$ cat config.mk
export PLATFORM = sky130hd
export DESIGN_NAME = async_fifo_rd_stream
export DESIGN_NICKNAME = d
export VERILOG_FILES = /design/src/rtl/async_fifo_pkg.sv /design/src/rtl/stream_skid2.sv /design/src/rtl/async_fifo_rd_stream.sv
export SDC_FILE = /design/constraint.sdc
export NUM_CORES = 1
export LEC_CHECK = 0
export ABC_AREA = 1
export BUFFER_PORTS_ARGS = -buffer_cell sky130_fd_sc_hd__buf_2
export CAP_MARGIN = 10
export CORE_MARGIN = 1.5
export CORE_UTILIZATION = 40
export DETAILED_ROUTE_END_ITERATION = 16
export GPL_ROUTABILITY_DRIVEN = 0
export HOLD_SLACK_MARGIN = 0.02
export PLACE_DENSITY = 0.69
export SKIP_CTS_REPAIR_TIMING = 1
export SYNTH_ARGS = -nofsm -noshare
export SYNTH_HDL_FRONTEND = slang
export SYNTH_SLANG_ARGS = --single-unit
$ cat constraint.sdc
create_clock -name rclk -period 2.2 [get_ports rclk]
set_clock_uncertainty 0.15 [all_clocks]
set_input_delay 0.22 -clock rclk [delete_from_list [all_inputs] [get_ports rclk]]
set_output_delay 0.22 -clock rclk [all_outputs]
set_load 0.02 [all_outputs]
$ cat src/rtl/async_fifo_pkg.sv
// Shared types for the async_fifo family: read-side FSM states and default data width.
package async_fifo_pkg;

  localparam int DATAWIDTH_DEF = 32;

  typedef enum logic {
    ST_STARTUP = 1'b0,
    ST_RUN     = 1'b1
  } rd_state_e;

endpackage

$ cat src/rtl/stream_skid2.sv
// Two-entry valid/ready buffer (output register plus one skid) with a write port at the tail.
module stream_skid2
  import async_fifo_pkg::*;
#(
  parameter int DW = DATAWIDTH_DEF
) (
  input  logic          clk_i,
  input  logic          rst_ni,
  input  logic          push_i,
  input  logic [DW-1:0] push_data_i,
  input  logic          ready_i,
  output logic          valid_o,
  output logic [DW-1:0] data_o,
  output logic [1:0]    occ_o,
  output logic          pop_o
);

  logic          out_valid_q, out_valid_d;
  logic [DW-1:0] out_data_q, out_data_d;
  logic          skid_valid_q, skid_valid_d;
  logic [DW-1:0] skid_data_q, skid_data_d;
  logic          pop_s;

  assign pop_s = out_valid_q & ready_i;

  // Pop first, then let the skid entry fall forward, then append the new word at the tail.
  always_comb begin
    out_valid_d  = out_valid_q & ~pop_s;
    out_data_d   = out_data_q;
    skid_valid_d = skid_valid_q;
    skid_data_d  = skid_data_q;
    if (!out_valid_d && skid_valid_q) begin
      out_valid_d  = 1'b1;
      out_data_d   = skid_data_q;
      skid_valid_d = 1'b0;
    end else begin
      skid_valid_d = skid_valid_q;
    end
    if (push_i) begin
      if (!out_valid_d) begin
        out_valid_d = 1'b1;
        out_data_d  = push_data_i;
      end else if (!skid_valid_d) begin
        skid_valid_d = 1'b1;
        skid_data_d  = push_data_i;
      end else begin
        skid_valid_d = 1'b1;
      end
    end else begin
      out_data_d = out_data_d;
    end
  end

  // Buffer state registers.
  always_ff @(posedge clk_i or negedge rst_ni) begin
    if (!rst_ni) begin
      out_valid_q  <= 1'b0;
      out_data_q   <= {DW{1'b0}};
      skid_valid_q <= 1'b0;
      skid_data_q  <= {DW{1'b0}};
    end else begin
      out_valid_q  <= out_valid_d;
      out_data_q   <= out_data_d;
      skid_valid_q <= skid_valid_d;
      skid_data_q  <= skid_data_d;
    end
  end

  assign valid_o = out_valid_q;
  assign data_o  = out_data_q;
  assign occ_o   = {1'b0, out_valid_q} + {1'b0, skid_valid_q};
  assign pop_o   = pop_s;

endmodule

$ cat src/rtl/async_fifo_rd_stream.sv
// Read-domain consumer for async_fifo: issues fifo_rd safely against lagging flags and
// re-presents the words as a valid/ready stream.
module async_fifo_rd_stream
  import async_fifo_pkg::*;
#(
  parameter int DATAWIDTH      = DATAWIDTH_DEF,
  parameter int STARTUP_CYCLES = 4
) (
  input  logic                 rclk,
  input  logic                 rrstn,
  output logic                 fifo_rd,
  input  logic [DATAWIDTH-1:0] fifo_dout,
  input  logic                 fifo_empty,
  input  logic                 almost_empty,
  output logic                 m_valid,
  output logic [DATAWIDTH-1:0] m_data,
  input  logic                 m_ready,
  output logic [31:0]          rd_count
);

  localparam int CW = $clog2(STARTUP_CYCLES + 1);
  localparam logic [CW-1:0] START_LAST = CW'(STARTUP_CYCLES - 1);

  rd_state_e     state_q;
  logic [CW-1:0] start_cnt_q;
  logic          inflight_q;
  logic [31:0]   rd_count_q;

  logic [1:0]    occ_s;
  logic          pop_s;
  logic [2:0]    used_s;
  logic [2:0]    room_s;
  logic          rd_s;

  // Entries already claimed must fit in the two slots after this cycle's pop; a back-to-back
  // read is only safe when the FIFO held at least 3 words before the previous read.
  assign used_s = {1'b0, occ_s} + {2'b00, inflight_q};
  assign room_s = 3'd1 + {2'b00, pop_s};
  assign rd_s   = (state_q == ST_RUN) && !fifo_empty && (used_s <= room_s) &&
                  (!inflight_q || !almost_empty);

  // Startup hold-off, in-flight tracking and delivered-word counter.
  always_ff @(posedge rclk or negedge rrstn) begin
    if (!rrstn) begin
      state_q     <= ST_STARTUP;
      start_cnt_q <= {CW{1'b0}};
      inflight_q  <= 1'b0;
      rd_count_q  <= 32'd0;
    end else begin
      case (state_q)
        ST_STARTUP: begin
          if (start_cnt_q == START_LAST) begin
            state_q <= ST_RUN;
          end else begin
            start_cnt_q <= start_cnt_q + {{(CW-1){1'b0}}, 1'b1};
          end
        end
        ST_RUN:  state_q <= ST_RUN;
        default: state_q <= ST_STARTUP;
      endcase
      inflight_q <= rd_s;
      rd_count_q <= rd_count_q + {31'd0, pop_s};
    end
  end

  stream_skid2 #(.DW(DATAWIDTH)) u_skid (
    .clk_i       (rclk),
    .rst_ni      (rrstn),
    .push_i      (inflight_q),
    .push_data_i (fifo_dout),
    .ready_i     (m_ready),
    .valid_o     (m_valid),
    .data_o      (m_data),
    .occ_o       (occ_s),
    .pop_o       (pop_s)
  );

  assign fifo_rd  = rd_s;
  assign rd_count = rd_count_q;

endmodule
* After elaboration in Yosys (flattened, before gate mapping)
Index checks and enable logic that the tools add are counted.
Widths: inputs -> output; s select.
** Storage, ports and cells
- Register bits :: 103
- Input port bits :: 37
- Output and inout bits :: 66
- Logic and storage cells :: 42
** Operators by class
- $add $sub $neg :: 5
- $lt $le $gt $ge :: 1
- Equality and inequality tests :: 1
- Multiplexer cells :: 10
- Bitwise gates (word level) :: 6
- Reduce and logical (&&, ||, !) cells :: 11
** Operators by type and width (count)
- $mux 32 :: 3
- $add 32x1->32 :: 1
- $mux 1 :: 6
- $logic_and 1x1->1 :: 4
- $logic_not 1->1 :: 4
- $not 1->1 :: 4
- $add 2x1->3 :: 1
- $add 3x1->3 const B :: 1
- $eq 3x2->1 const B :: 1
- $le 3x2->1 :: 1
- $reduce_and 3->1 :: 1
- $add 1x1->2 :: 1
- $add 1x1->2 const A :: 1
- $and 1x1->1 :: 2
- $pmux 1 s2 :: 1
- $reduce_and 2->1 :: 1
- $logic_or 1x1->1 :: 1

* Logic depth before layout (Yosys ltp)
Gate-level depths: netlist of run 1.
- Depth after elaboration :: 8
- Gate-level depth with buffers :: 11
- Depth with buffers taken out :: 11

* Hierarchy
Synthesis of run 1 repeated with hierarchy kept, for this count alone.
** Unflattened totals
- Cell total of the unflattened synthesis :: 685
- Area, all modules :: 5400.2 µm²
** Modules (own cells, without submodules)
- stream_skid2 :: instances 1, cells each 431, area an instance 3250.6 µm², seq. area each 1651.6 µm²
- async_fifo_rd_stream :: instances 1, cells each 254, area an instance 2149.6 µm², seq. area each 925.9 µm²

* Worst setup path after synthesis of run 1
OpenSTA, ideal clock, no wires.
- Path type :: reg-to-output
- Start :: register u_skid.out_valid_q, in the netlist u_skid.valid_o
- End :: output port fifo_rd
- Data arrival time :: 1.837 ns
- Data required time :: 1.830 ns
- Slack :: -0.007 ns
- Cell stages (with the launch flop) :: 8
- Path buffers :: 0
- Cell sequence :: dfrtp_1 > inv_1 > fa_1 > inv_1 > ha_1 > a21oi_1 > a21oi_1 > nor2_1
** On the way
- Word-level cells in the longest chain between the ends :: 5
- Elaborated cells on any way between the ends :: 7
- Those cells by class :: 3 x add/sub; 1 x order compare; 1 x bitwise; 2 x reduce/logical
** Ends and longest elaborated chain
- start: declaration :: RTL line stream_skid2.sv:18 : logic out_valid_q, out_valid_d;
- start signal: assignment :: RTL line stream_skid2.sv:62 : out_valid_q <= out_valid_d;
- $add 1x1->2 / $and 1x1->1 (equally long branches) :: RTL line stream_skid2.sv:71, stream_skid2.sv:24
- $add 2x1->3 / $add 1x1->2 (equally long branches) :: RTL line async_fifo_rd_stream.sv:37, async_fifo_rd_stream.sv:38
- $le 3x2->1 (*) :: RTL line async_fifo_rd_stream.sv:39 : assign rd_s = (state_q == ST_RUN) && !fifo_empty && (used_s <= room_s) &&
- $logic_and 1x1->1 (*) (2 in series) :: RTL line async_fifo_rd_stream.sv:39
- end: declaration :: RTL line async_fifo_rd_stream.sv:11 : output logic fifo_rd,
Every way passes the cells marked *; elsewhere a longest branch is shown, timed or not.

* Final worst setup path of run 1
- Start :: register inflight_q
- End :: output port fifo_rd
** On the way
- Word-level cells in the longest chain between the ends :: 4
- Elaborated cells on any way between the ends :: 6
- Those cells by class :: 1 x add/sub; 1 x order compare; 4 x reduce/logical
** Ends and longest elaborated chain
- start: declaration :: RTL line async_fifo_rd_stream.sv:26 : logic inflight_q;
- start signal: assignment :: RTL line async_fifo_rd_stream.sv:61 : inflight_q <= rd_s;
- $add 2x1->3 :: RTL line async_fifo_rd_stream.sv:37 : assign used_s = {1'b0, occ_s} + {2'b00, inflight_q};
- $le 3x2->1 :: RTL line async_fifo_rd_stream.sv:39
- $logic_and 1x1->1 :: RTL line async_fifo_rd_stream.sv:39
- $logic_and 1x1->1 (*) :: RTL line async_fifo_rd_stream.sv:39
Marks and branches as above.

==> flow_metrics.py, run 1 <==
metrics = {
    "pwr": {
        "seqPwrFrac": 0.360,
        "p_int_w": 0.00501,
        "power.leakage_nw": 3.50,
        "p_switching_w": 0.00328,
        "power.combinational.fraction": 0.434,
        "cellPowerDensity_nw_per_um2": 1250,
        "p_clk_frac": 0.206,
        "switching_share": 0.396,
        "ir_drop_mv": 0.749,
    },
    "job": {
        "maxCapViolations": 0,
    },
    "global_route": {
        "grt_antenna_before_repair": 0,
        "grt_first_pass_wirelength_mm": 19.2,
        "grt_overflow": 0,
        "grt_use_total": 0.171,
        "grt_max_degree": 65,
        "grt_pass1_vias": 4081,
    },
    "synthesis": {
        "synth_top_area_frac": 0.487,
        "synthesis.nets": 626,
        "yosysUniqueCellTypes": 27,
        "synth-async-reset-ratio": 1.00,
        "syn_inst": 582,
        "yosysTopAreaCell": "dfrtp_1",
        "synth-edff-count": 0,
        "synth_area_leaders": "dfrtp_1 (49%), nand2_1 (12%), inv_1 (6.7%), o21ai_2 (6.6%), o211ai_2 (4.7%)",
        "synth_ff_type": "dfrtp_1",
        "synth_warnings": 0,
        "ys_ff_latch": 103,
        "syn-cell-area_um2": 5300,
        "postSynthAreaPerCell_um2": 9.10,
        "ys_seq_area_frac": 0.487,
    },
    "critical_path": {
        "end_kind": "output pin",
        "ff2ff_setup_slack_ps": 180,
        "cp.required_ps": 1830,
        "start_kind": "flip-flop",
        "critPathMaxFanout": 3,
        "critical_path_class": "reg -> out",
        "crit_arrival_ps": 2000,
    },
    "status": {
        "violations": "setup timing",
        "status": "finished with violations",
    },
    "final_layout": {
        "antenna-diode-count": 0,
        "nFillCells": 1172,
        "num-nets-final": 765,
        "area_growth_pct": 25.5,
        "final_cell_mix": "nand2_1 (165), dfrtp_1 (103), buf_2 (100), inv_1 (92), o21ai_2 (40)",
        "final_util": 0.521,
        "drive_above_1_share": 0.302,
        "final_common_cell": "nand2_1",
    },
    "drt": {
        "ant_nets": 0,
        "wl_mm": 11.6,
        "drt_pass1_iterations": 4,
        "wl_per_cell_um": 12.9,
        "post-route-drc-count": 0,
        "via_per_inst": 4.76,
        "first_iter_violations": 265,
        "vias": 4278,
    },
    "sta": {
        "tightestPinTransition_ps": 445,
        "max_freq_ghz": 0.421,
        "period_minus_slack_ps": 2370,
        "slew_viol_final": 0,
        "hold_slack_ps": 4.77,
        "fin_ws_ps": -173,
        "rsz0062_at_grt": "true",
        "setup_viol": 1,
        "hold_viol_final": 0,
        "max_slew_margin": 0.703,
        "finalCritPeriodShare": 1.08,
    },
    "clocking": {
        "cts-root-buf": "clkbuf_16",
        "cts_tree": "done",
        "clock_path_buffers": 2,
        "cts_sinks": 103,
        "path_clk_slew_ps": 70,
        "cts_made_buffers": 9,
        "worstSkewPairLatency_ps": 350,
        "cts_htree_levels": 3,
    },
    "die": {
        "start_util": 0.415,
        "fp.dieW_um": 118,
        "fp-row-count": 41,
        "die_area_um2": 13900,
        "ios": 103,
        "coreArea_um2": 12800,
        "die_height_um": 118,
    },
    "worst_hold_path": {
        "hp-class": "in -> reg",
    },
    "placed_design": {
        "dpl.hpwl_mm": 8.09,
        "port_buffers": 102,
    },
}
through the flow:
| stage | total power, W | TNS [ps] | cell area, µm² | setup WS, ps | cells |
|---|---|---|---|---|---|
| floorplan | 0.00563 | 0 | 5300 | 81.5 | 582 |
| global placement | 0.00632 | 0 | 5980 | 179 | 849 |
| detailed placement | 0.00648 | 0 | 5980 | 94.4 | 849 |
| CTS | 0.00822 | -301 | 6290 | -301 | 865 |
| global route | 0.00889 | -240 | 6650 | -240 | 898 |
| finish | 0.00829 | -173 | 6650 | -173 | 898 |
flip-flops by register name, summed over array words and instances (netlist names):
signal,cells
inflight_q,1
u_skid.skid_valid_q,1
u_skid.skid_data_q,32
u_skid.data_o,32
start_cnt_q,3
u_skid.valid_o,1
rd_count,32
state_q,1
routing by layer:
metal	part of all wire	track usage	vias up
li1	-	-	2107
met5	0	0	-
met3	0.058	0.0552	16
met4	0.019	0.0655	0
met2	0.50	0.276	120
met1	0.43	0.212	2035
cells by family after synthesis:
family	after synthesis	synth area share
and+or+nand+nor	242	0.206
buffers and inverters	113	0.102
DFF	103	0.487
AOI/OAI and AO/OA	101	0.160
xor gates and xnor gates	16	0.0279
adders and majority gates	7	0.0179
final timing paths:
kind | start | end | cells past startpoint
setup / recovery | inflight_q | fifo_rd | 8
hold / removal | fifo_dout[1] | u_skid.skid_data_q[1] | 3
setup reg to reg | u_skid.valid_o | rd_count[26] | 12
hold reg to reg | u_skid.skid_data_q[1] | u_skid.skid_data_q[1] | 2
max in group asynchronous | rrstn | u_skid.skid_data_q[25] | 3
min in group asynchronous | rrstn | rd_count[7] | 2
final cells by class:
type	count	area (µm²)	area share
tap	172	215	0.0324
timing repair buffer	146	977	0.147
clock inverter	5	82.6	0.0124
sequential	103	2580	0.388
multi-input combinational	366	2210	0.332
inverter	95	357	0.0536
clock buffer	11	233	0.0350
power groups by stage:
stage	logic (W)	clock network (W)	registers, W
finish	0.00360	0.00171	0.00298
global route	0.00399	0.00183	0.00307
CTS	0.00349	0.00175	0.00298
detailed placement	0.00348	0	0.00300
global placement	0.00336	0	0.00297
floorplan	0.00222	0	0.00341
critical path, cell delays in order (launching register included):
cell and delay, ps:
dfrtp_1 430, inv_2 80, fa_1 370, inv_2 90, ha_4 200, a21oi_2 130
a21oi_1 60, nor2_2 150, buf_6 140
synth_stat cells, types with 2 or more instances:
library cell and n:
o21ai_0 2, nand3b_1 7, nand2_2 5, nand3_1 11, xnor2_1 5, dfrtp_1 103
nor2_1 38, o211ai_1 12, nor2_8 3, o21ai_1 24, buf_4 5, o21ai_2 40
inv_1 95, nand2_1 165, xor2_1 10, nand2_4 5, nor2_2 3, a21oi_1 2
ha_1 6, buf_6 11, o211ai_2 20, nor2_4 5
Note: power is estimated with default switching activity, not from simulation.
==> run 2: changes to the inputs <==
- GPL_TIMING_DRIVEN: unset -> 0
==> flow_metrics.py, run 2 (synthesis gave the netlist of run 1 again) <==
metrics = {
    "final_layout": {
        "final_common_cell": "nand2_1",
        "fin_cells": 914,
        "num-nets-final": 781,
        "drive_above_1_share": 0.317,
        "area_growth_pct": 27.7,
        "final_cell_mix": "nand2_1 (164), buf_2 (101), dfrtp_1 (100), inv_1 (93), o21ai_2 (40)",
        "antenna-diode-count": 0,
    },
    "critical_path": {
        "cp.required_ps": 1830,
        "crit_arrival_ps": 1920,
        "end_kind": "output pin",
        "r2r_cells": 12,
        "path_cells": "inv_2, fa_1, inv_1, ha_1, a21oi_2, a21oi_1, nor2_2, buf_6",
        "start_kind": "flip-flop",
        "critPathMaxFanout": 4,
        "critical_path_class": "reg -> out",
        "cp_slowest_stage_delay_ps": 400,
        "slowest_stage": "fa_1",
    },
    "job": {
        "maxCapViolations": 0,
    },
    "placed_design": {
        "dpl.hpwl_mm": 8.70,
        "dp_cells": 857,
        "port_buffers": 102,
    },
    "sta": {
        "hold_slack_ps": -4.24,
        "tns_ps": -85.3,
        "rsz0062_at_grt": "true",
        "tightestPinTransition_ps": 628,
        "setup_viol": 1,
        "hold_viol_final": 1,
        "max_freq_ghz": 0.438,
        "finalCritPeriodShare": 1.04,
        "slew_viol_final": 0,
        "fin_ws_ps": -85.3,
        "max_slew_margin": 0.581,
        "period_minus_slack_ps": 2290,
    },
    "die": {
        "start_util": 0.415,
        "die_area_um2": 13900,
        "fp.dieW_um": 118,
        "fp-row-count": 41,
        "coreArea_um2": 12800,
        "die_height_um": 118,
        "ios": 103,
    },
    "drt": {
        "post-route-drc-count": 0,
        "first_iter_violations": 257,
        "wl_per_cell_um": 13.5,
        "vias": 4351,
        "wl_mm": 12.4,
        "drt_pass1_iterations": 4,
        "ant_nets": 0,
        "via_per_inst": 4.76,
    },
    "pwr": {
        "power.leakage_nw": 3.58,
        "cellPowerDensity_nw_per_um2": 1240,
        "ir_drop_mv": 0.728,
        "p_total_w": 0.00839,
    },
    "clocking": {
        "cts_sinks": 103,
        "cts_made_buffers": 9,
        "clock_path_buffers": 2,
        "cts-root-buf": "clkbuf_16",
        "cts_htree_levels": 3,
        "worstSkewPairLatency_ps": 350,
        "cts_tree": "done",
        "path_clk_slew_ps": 60,
    },
    "global_route": {
        "grt_use_total": 0.180,
        "grt_max_degree": 60,
        "grt_antenna_before_repair": 0,
        "grt_overflow": 0,
        "grt_pass1_vias": 4364,
        "grt_first_pass_wirelength_mm": 20.2,
    },
    "worst_hold_path": {
        "hp-class": "in -> reg",
        "hold_depth": 4,
    },
    "status": {
        "status": "finished with violations",
        "violations": "hold timing, setup timing",
    },
}
-- run 2: metrics by stage --
stage	setup WS, ps	util	cell area (µm²)
floorplan	81.5	-	5300
finish	-85.3	0.530	6770
global placement	-352	0.472	6030
CTS	-315	0.497	6350
detailed placement	67.4	0.474	6060
global route	-175	0.530	6770
-- run 2: cell type report --
cell class / count / area [µm²]
buffer: 18 / 181
clock buffer: 12 / 236
clock inverter: 4 / 53.8
fill: 1179 / 6010
inverter: 95 / 359
multi-input combinational: 366 / 2200
sequential: 103 / 2580
tap: 172 / 215
timing repair buffer: 144 / 935
-- run 2: final timing paths --
| check | slack, ps | end | start |
|---|---|---|---|
| max in group asynchronous | 910 | u_skid.data_o[7] | rrstn |
| worst max-delay path | -90 | fifo_rd | u_skid.valid_o |
| worst max register to register | 120 | rd_count[10] | u_skid.valid_o |
| worst min-delay path | -4 | inflight_q | almost_empty |
| worst min register to register | 330 | start_cnt_q[0] | start_cnt_q[0] |
| min in group asynchronous | 270 | rd_count[17] | rrstn |
-- run 2: where the power goes --
| group | total, W | internal, W | switching [W] |
|---|---|---|---|
| Clock | 0.00160 | 0.000889 | 0.000708 |
| Sequential | 0.00300 | 0.00257 | 0.000428 |
| Combinational | 0.00380 | 0.00156 | 0.00224 |
-- run 2: routing by layer --
layer	routed length, µm	track usage	vias to the layer above
li1	-	-	2134
met1	5390	0.218	2073
met2	6110	0.308	125
met3	596	0.0407	19
met4	265	0.0724	0
met5	0	0	-
-- run 2: worst max-delay path: cells and delay by family, from the launching register on --
family,cells,cell delay [ps]
AO/OA/AOI/OAI,2,190
adder cells (fa/ha/maj),2,640
flip-flops,1,390
AND/OR/NAND/NOR,1,110
buffers and inverters,3,250
==> run 3: changes to the inputs <==
- SKIP_CTS_REPAIR_TIMING: 1 -> unset
- SYNTH_HIERARCHICAL: unset -> 1
==> flow_metrics.py, run 3 <==
metrics = {
    "status": {
        "status": "finished with violations",
        "violations": "setup timing",
    },
    "drt": {
        "wl_per_cell_um": 12.5,
        "wl_mm": 12.7,
        "drt_pass1_iterations": 4,
        "ant_nets": 0,
        "first_iter_violations": 256,
        "via_per_inst": 4.61,
        "vias": 4691,
        "post-route-drc-count": 0,
    },
    "final_layout": {
        "final_common_cell": "nand2_1",
        "num-nets-final": 882,
        "drive_above_1_share": 0.221,
        "area_growth_pct": 26.9,
        "antenna-diode-count": 0,
        "final_cell_mix": "nand2_1 (254), buf_2 (119), dfrtp_1 (102), inv_1 (91), nand3_1 (71)",
    },
    "sta": {
        "tns_ps": -352,
        "setup_viol": 1,
        "fin_ws_ps": -352,
        "slew_viol_final": 0,
        "tightestPinTransition_ps": 506,
        "hold_viol_final": 0,
        "period_minus_slack_ps": 2550,
        "max_slew_margin": 0.663,
        "finalCritPeriodShare": 1.16,
        "rsz0062_at_grt": "true",
        "max_freq_ghz": 0.392,
    },
    "die": {
        "die_height_um": 119,
        "die_area_um2": 14200,
        "coreArea_um2": 13200,
        "start_util": 0.409,
        "fp.dieW_um": 119,
        "ios": 103,
        "fp-row-count": 42,
    },
    "synthesis": {
        "syn-cell-area_um2": 5400,
        "synth_area_leaders": "dfrtp_1 (48%), nand2_1 (18%), nand3_1 (6.7%), inv_1 (6.5%), nand4_1 (3.7%)",
        "synth_top_area_frac": 0.477,
        "synth_ff_type": "dfrtp_1",
        "ys_seq_area_frac": 0.477,
        "synth_warnings": 6,
        "synth-async-reset-ratio": 1.00,
        "syn_inst": 685,
        "yosysTopAreaCell": "dfrtp_1",
        "ys_ff_latch": 103,
        "synth_most_common_cell": "nand2_1",
        "postSynthAreaPerCell_um2": 7.88,
        "yosysUniqueCellTypes": 26,
        "synthesis.nets": 731,
        "synth-edff-count": 0,
        "ys_top_cells_by_count": "nand2_1 (254), dfrtp_1 (103), inv_1 (93)",
    },
    "clocking": {
        "cts-root-buf": "clkbuf_16",
        "worstSkewPairLatency_ps": 360,
        "cts_sinks": 103,
        "path_clk_slew_ps": 70,
        "cts_made_buffers": 9,
        "cts_tree": "done",
        "clock_path_buffers": 2,
        "cts_htree_levels": 3,
    },
    "global_route": {
        "grt_first_pass_wirelength_mm": 21.9,
        "grt_antenna_before_repair": 0,
        "grt_use_total": 0.194,
        "grt_overflow": 0,
        "grt_pass1_vias": 4591,
        "grt_max_degree": 68,
    },
    "critical_path": {
        "r2r_cells": 12,
        "critical_path_class": "reg -> out",
        "end_kind": "output pin",
        "start_kind": "flip-flop",
        "crit_arrival_ps": 2180,
        "regToRegStartpoint": "u_skid/valid_o",
        "ff2ff_setup_slack_ps": 170,
        "critPathLaunch": "u_skid/valid_o",
        "r2r_end": "rd_count[30]",
        "cp.required_ps": 1830,
        "critPathMaxFanout": 2,
    },
    "placed_design": {
        "port_buffers": 102,
        "dpl.hpwl_mm": 8.64,
        "pre_cts_ws_ps": -141,
    },
    "worst_hold_path": {
        "hold_depth": 4,
        "min_from": "m_ready",
        "hp-class": "in -> reg",
        "min_to": "rd_count[0]",
    },
    "pwr": {
        "ir_drop_mv": 0.583,
        "power.leakage_nw": 3.76,
        "cellPowerDensity_nw_per_um2": 1190,
    },
    "job": {
        "maxCapViolations": 0,
    },
}
-- run 3: cell type report --
type | count | area (µm²)
clock inverter | 7 | 56.3
tap | 176 | 220
sequential | 103 | 2580
clock buffer | 9 | 225
inverter | 98 | 368
multi-input combinational | 455 | 2350
fill | 1251 | 6330
timing repair buffer | 140 | 912
buffer | 29 | 144
-- run 3: power breakdown --
part | internal, W | switching, W | total (W)
registers | 0.00256 | 0.000365 | 0.00293
clock network | 0.000782 | 0.000765 | 0.00155
logic | 0.00131 | 0.00236 | 0.00367
total | 0.00465 | 0.00349 | 0.00814
-- run 3: logic make-up (layout without fill, tap and decap cells) --
kind of cell | Yosys count | in the layout | synth area share
AO/OA/AOI/OAI | 4 | 4 | 0.00440
AND/OR/NAND/NOR | 426 | 426 | 0.373
flip-flops | 103 | 103 | 0.477
XOR/XNOR | 16 | 16 | 0.0287
buffers and inverters | 127 | 283 | 0.0948
adder cells (fa/ha/maj) | 9 | 9 | 0.0222
-- run 3: metal layers --
metal / track usage / wire length, µm / vias up
met5: 0 / 0 / -
met4: 0.0851 / 320 / 0
met3: 0.0378 / 534 / 25
met2: 0.320 / 6110 / 110
met1: 0.247 / 5730 / 2137
li1: - / - / 2419
-- run 3: per-stage QoR --
step	power [W]	utilization	area [µm²]	hold slack, ps	std cells
after floorplan	0.00539	-	5400	-226	685
after global placement	0.00635	0.465	6130	294	963
after detailed placement	0.00643	0.467	6160	75.5	964
after CTS	0.00821	0.520	6860	158	1017
after global routing	0.00884	0.520	6860	172	1017
final	0.00814	0.520	6860	162	1017
-- run 3: worst max-delay path, stage by stage, from the launching register on --
cell and delay, ps:
dfrtp_2 430, ha_4 270, ha_4 120, inv_2 30, fa_1 440, inv_2 90
nand3_2 70, a32oi_2 180, nor2_2 70, buf_6 130
-- run 3: worst max path at each step --
stage                                 to  slack (ps)
final                            fifo_rd        -350
after global routing             fifo_rd        -430
after CTS                        fifo_rd        -420
after detailed placement         fifo_rd        -140
after global placement    u_skid/valid_o        -650
after floorplan                  fifo_rd          20
-- run 3: repair_timing --
action / in CTS / in global routing
pin swaps: 4 / 4
buffers inserted: 2 / 0
gates cloned: 0 / 0
hold endpoints to repair: 101 / 0
endpoints found under the setup margin: 1 / 1
gates resized for setup: 9 / 0
hold buffers: 35 / 0
